$ cat src/rtl/linear_mac_seq.sv
// Sequential fixed-point matrix-vector MAC: loads x, then streams y[r] = sum_c W[r][c]*x[c].
// Optional build macro LINEAR_MAC_RELU_EN clamps negative results to zero.
module linear_mac_seq #(
  parameter int unsigned N_ROWS    = 20,
  parameter int unsigned N_COLS    = 20,
  parameter int unsigned FRAC_BITS = 16
) (
  input  logic        clk,
  input  logic        rst_n,
  input  logic        in_valid,
  output logic        in_ready,
  input  logic [31:0] in_data,
  output logic [4:0]  w_row_addr,
  output logic [4:0]  w_col_addr,
  input  logic [31:0] w_data,
  output logic        out_valid,
  input  logic        out_ready,
  output logic [31:0] out_data,
  output logic [4:0]  out_row,
  output logic        done
);

  localparam int unsigned ColW    = (N_COLS > 1) ? $clog2(N_COLS) : 1;
  localparam logic [4:0]  LastCol = 5'(N_COLS - 1);
  localparam logic [4:0]  LastRow = 5'(N_ROWS - 1);

  typedef enum logic [1:0] {StIdle, StLoad, StCompute, StOutput} state_e;

  state_e             state_q, state_d;
  logic [4:0]         row_q, row_d;
  logic [4:0]         col_q, col_d;
  logic [4:0]         ld_idx_q, ld_idx_d;
  logic signed [68:0] acc_q, acc_d;
  logic [31:0]        out_data_q, out_data_d;
  logic               done_q, done_d;
  logic               in_ready_q, in_ready_d;

  logic [31:0]        x_mem [N_COLS];
  logic               x_we;
  logic [31:0]        x_cur;
  logic signed [63:0] prod;
  logic signed [68:0] acc_sum;
  logic signed [68:0] acc_shr;
  logic [31:0]        sat;
  logic [31:0]        result;
  logic               in_xfer;

  assign in_xfer = in_valid && in_ready_q;
  assign x_cur   = x_mem[col_q[ColW-1:0]];
  assign prod    = $signed(w_data) * $signed(x_cur);
  assign acc_sum = acc_q + 69'(prod);
  assign acc_shr = acc_sum >>> FRAC_BITS;

  always_comb begin
    sat = acc_shr[31:0];
    if (!acc_shr[68] && (|acc_shr[67:31])) begin
      sat = 32'h7FFF_FFFF;
    end else if (acc_shr[68] && !(&acc_shr[67:31])) begin
      sat = 32'h8000_0000;
    end
  end

`ifdef LINEAR_MAC_RELU_EN
  assign result = sat[31] ? 32'h0000_0000 : sat;
`else
  assign result = sat;
`endif

  always_comb begin
    state_d    = state_q;
    row_d      = row_q;
    col_d      = col_q;
    ld_idx_d   = ld_idx_q;
    acc_d      = acc_q;
    out_data_d = out_data_q;
    done_d     = 1'b0;
    x_we       = 1'b0;

    unique case (state_q)
      StIdle, StLoad: begin
        if (in_xfer) begin
          x_we = 1'b1;
          if (ld_idx_q == LastCol) begin
            state_d  = StCompute;
            ld_idx_d = '0;
            row_d    = '0;
            col_d    = '0;
            acc_d    = '0;
          end else begin
            state_d  = StLoad;
            ld_idx_d = ld_idx_q + 5'd1;
          end
        end
      end
      StCompute: begin
        acc_d = acc_sum;
        if (col_q == LastCol) begin
          // Final product is folded in here, so the result uses acc_sum, not acc_q.
          state_d    = StOutput;
          out_data_d = result;
        end else begin
          col_d = col_q + 5'd1;
        end
      end
      StOutput: begin
        if (out_ready) begin
          if (row_q == LastRow) begin
            state_d = StIdle;
            done_d  = 1'b1;
          end else begin
            state_d = StCompute;
            row_d   = row_q + 5'd1;
            col_d   = '0;
            acc_d   = '0;
          end
        end
      end
      default: state_d = StIdle;
    endcase

    in_ready_d = (state_d == StIdle) || (state_d == StLoad);
  end

  always_ff @(posedge clk or negedge rst_n) begin
    if (!rst_n) begin
      state_q    <= StIdle;
      row_q      <= '0;
      col_q      <= '0;
      ld_idx_q   <= '0;
      acc_q      <= '0;
      out_data_q <= '0;
      done_q     <= 1'b0;
      in_ready_q <= 1'b0;
    end else begin
      state_q    <= state_d;
      row_q      <= row_d;
      col_q      <= col_d;
      ld_idx_q   <= ld_idx_d;
      acc_q      <= acc_d;
      out_data_q <= out_data_d;
      done_q     <= done_d;
      in_ready_q <= in_ready_d;
    end
  end

  // x storage is overwritten by every load, so it carries no reset.
  always_ff @(posedge clk) begin
    if (x_we) begin
      x_mem[ld_idx_q[ColW-1:0]] <= in_data;
    end
  end

  assign in_ready   = in_ready_q;
  assign out_valid  = (state_q == StOutput);
  assign out_data   = out_data_q;
  assign out_row    = row_q;
  assign w_row_addr = row_q;
  assign w_col_addr = col_q;
  assign done       = done_q;

endmodule
$ cat config.mk
export PLATFORM = sky130hd
export DESIGN_NAME = linear_mac_seq
export DESIGN_NICKNAME = d
export VERILOG_FILES = /design/src/rtl/linear_mac_seq.sv
export SDC_FILE = /design/constraint.sdc
export NUM_CORES = 2
export LEC_CHECK = 0
export CELL_PAD_IN_SITES_DETAIL_PLACEMENT = 0
export CELL_PAD_IN_SITES_GLOBAL_PLACEMENT = 1
export CORE_ASPECT_RATIO = 0.6
export CORE_MARGIN = 5
export CORE_UTILIZATION = 30
export DETAILED_ROUTE_END_ITERATION = 10
export GPL_ROUTABILITY_DRIVEN = 0
export HOLD_SLACK_MARGIN = 0.02
export PLACE_DENSITY = 0.54
export SLEW_MARGIN = 20
export SYNTH_ARGS = -nofsm -noshare
export SYNTH_HDL_FRONTEND = slang
export SYNTH_SLANG_ARGS = --single-unit
$ cat constraint.sdc
create_clock -name clk -period 13.6 [get_ports clk]
set_clock_uncertainty 0.05 [all_clocks]
set_input_delay 2.04 -clock clk [delete_from_list [all_inputs] [get_ports clk]]
set_output_delay 2.04 -clock clk [all_outputs]
set_load 0.01 [all_outputs]
==> results.ini <==
[status]
status = completed

[critical_path]
cp.arrival_ns = 13.26
r2r_start = w_col_addr[0]
crit_type = reg -> reg
r2r_cells = 33
max_stage_delay_ns = 0.88
cp_data_required_time_ns = 14.17
ff2ff_setup_slack_ns = 0.91
crit_top_cell = fa_1
startpoint_type = flop
crit_slowest_cell = a2111oi_0
r2r-end = out_data[3]
worstSetupEndpointType = flop
crit_fanout = 31

[routing]
drtPass1Iterations = 7
drc = 0
drt.antenna.violating_nets = 0
drt-wirelength-per-cell_um = 23.9
viasPerCell = 4.75
vias = 43838
finalWirelength_um = 221000
drt_iter0_markers = 3471

[sta]
rsz0062_at_grt = no
slew_violations = 0
period_minus_slack_ns = 12.69
fin_crit_sh = 0.933
setup_violations = 0
worstMarginPinSlew_ns = 1.13
fmax_ghz = 0.0788
finalHoldViolCount = 0
tns_ns = 0
slew_headroom = 0.246
hold_slack_ns = 0.438

[place]
dpl_cell_area_um2 = 76900
port_buffers = 117
dp.cells = 9084
hpwl_um = 173000

[logic_synthesis]
synth-seq-cells = 760
synth.most_common_cell = inv_1
async_reset_ff_frac = 0.158
synth_cell_type_count = 74
syn_area_per_cell_um2 = 12.0
yosysWarnings = 0
syn-num-nets = 7537
synth_common_cells = inv_1, fa_1, edfxtp_1
yosys-top-cells-area = fa_1, edfxtp_1, inv_1
synth_edf_count = 640
synth_cells = 5974
synth_seq_area_share = 0.311
syn_area_um2 = 71500
synth_area_leader_cell = fa_1
synth_flop_cell = edfxtp_1
synth.top_cell.area_share = 0.353

[cells_and_area]
multi_input_area_um2 = 43500
drive_above_1_share = 0.0955
area_growth_syn_to_layout_pct = 11.2
fillers = 23374
fin_nets = 7577
seq_area_um2 = 22200
design_area_um2 = 79400
instances_no_fill = 9231

[flow_run]
max_cap_viol_count = 0

[floorplanning]
die_area_um2 = 248000
die_h_um = 388
core_um2 = 236000
rows = 138
start_util = 0.302
die_w_um = 640
ios = 118

[clocking]
holdBufCountCts = 0
cts_root_buf = clkbuf_16
worstSkewPairLatency_ns = 0.66
path_clk_slew_ns = 0.06
clk_path_buf_depth = 3
ctsHtreeMaxLevel = 3
cts_setup_buffers = 0
cts_buffers = 78
cts.sinks = 760
cts_tree = built
post_cts_resized = 0

[grt]
grt_max_degree = 65
grt_pass1_wl_um = 334000
grtUsageTotal = 0.182
antenna_found_initial = 9
grt_pass1_vias = 47660
grt_overflow_total = 0

[worst_hold_path]
min_path_cells = 2
hp-start = acc_q[11]
hold_end = acc_q[11]
hold_path.class = reg -> reg

==> through the flow <==
step / setup slack [ns] / util
after global routing: 0.0703 / 0.336
final: 0.913 / 0.336
after floorplan: 1.12 / -
after global placement: 0.490 / 0.325
after detailed placement: 0.424 / 0.325
after CTS: 0.877 / 0.336
==> critical path: cells and delay by family (launching register included) <==
family | cells | cell delay (ns)
muxes | 3 | 1.48
DFF | 1 | 0.76
adders and majority gates | 9 | 4.48
AOI/OAI and AO/OA | 6 | 2.00
buffers and inverters | 8 | 2.22
and+or+nand+nor | 7 | 1.53
==> cell families after synthesis <==
group | Yosys count | synth area share
DFF | 760 | 0.311
buffers and inverters | 1592 | 0.0845
and+or+nand+nor | 1433 | 0.0987
AOI/OAI and AO/OA | 396 | 0.0372
muxes | 229 | 0.0661
xor gates and xnor gates | 69 | 0.00846
adders and majority gates | 1495 | 0.394
==> final cells by class <==
type	instances	area share
clock inverters	41	0.00622
flip-flops and latches	760	0.280
multi-input cells	3622	0.548
well taps	3150	0.0496
repair buffers	267	0.0296
clock buffers	99	0.0258
inverters	1285	0.0607
diodes	7	0.000221
==> worst max path at each step <==
| stage | startpoint | endpoint |
|---|---|---|
| CTS | w_col_addr[0] | out_data[29] |
| floorplan | w_col_addr[0] | out_data[0] |
| detailed placement | w_data[31] | out_data[28] |
| global route | w_col_addr[0] | out_data[29] |
| finish | w_col_addr[0] | out_data[3] |
| global placement | w_data[31] | out_data[28] |
==> registers in the layout, indices dropped and copies added, names as in the netlist <==
register / cells
x_mem: 640
acc_q: 69
out_data: 32
ld_idx_q: 5
out_row: 5
w_col_addr: 5
state_q: 2
done: 1
in_ready: 1
==> layer usage <==
metal / up-vias / track usage / wire length (µm)
li1: 18765 / - / -
met5: - / 0 / 13
met3: 130 / 0.0421 / 16900
met4: 2 / 0.0200 / 2230
met2: 1231 / 0.228 / 81700
met1: 23710 / 0.313 / 120000
==> placed cells by master (no fill, tap or decap), types with 8 or more instances in the layout <==
cell type / synthesis / routed
nor2_4: 0 / 20
ha_1: 235 / 235
mux2i_4: 0 / 12
o21ai_0: 85 / 85
a21oi_1: 99 / 99
a22o_1: 48 / 48
a21oi_2: 31 / 31
inv_1: 1285 / 1283
or2_2: 16 / 16
nor2b_1: 301 / 300
and4_1: 8 / 8
clkbuf_1: 263 / 19
edfxtp_1: 640 / 640
buf_2: 10 / 8
nand4_1: 27 / 27
buf_4: 6 / 142
a21o_1: 27 / 27
nand2_1: 632 / 631
clkinv_2: 0 / 10
clkdlybuf4s50_1: 0 / 108
fa_1: 1260 / 1260
xor2_1: 27 / 27
a31oi_1: 10 / 10
mux4_2: 192 / 192
o21a_1: 10 / 10
clkbuf_16: 0 / 78
nor2_1: 147 / 127
nand3_1: 18 / 18
nand2b_1: 74 / 74
xnor2_1: 42 / 42
clkinv_1: 0 / 10
o21ai_1: 15 / 15
and2_1: 165 / 165
a211oi_1: 11 / 11
mux2_2: 21 / 21
dfrtp_1: 120 / 115
Power is not shown: default switching activity piles up to over one toggle a cycle in this logic, so the estimate is an artifact.
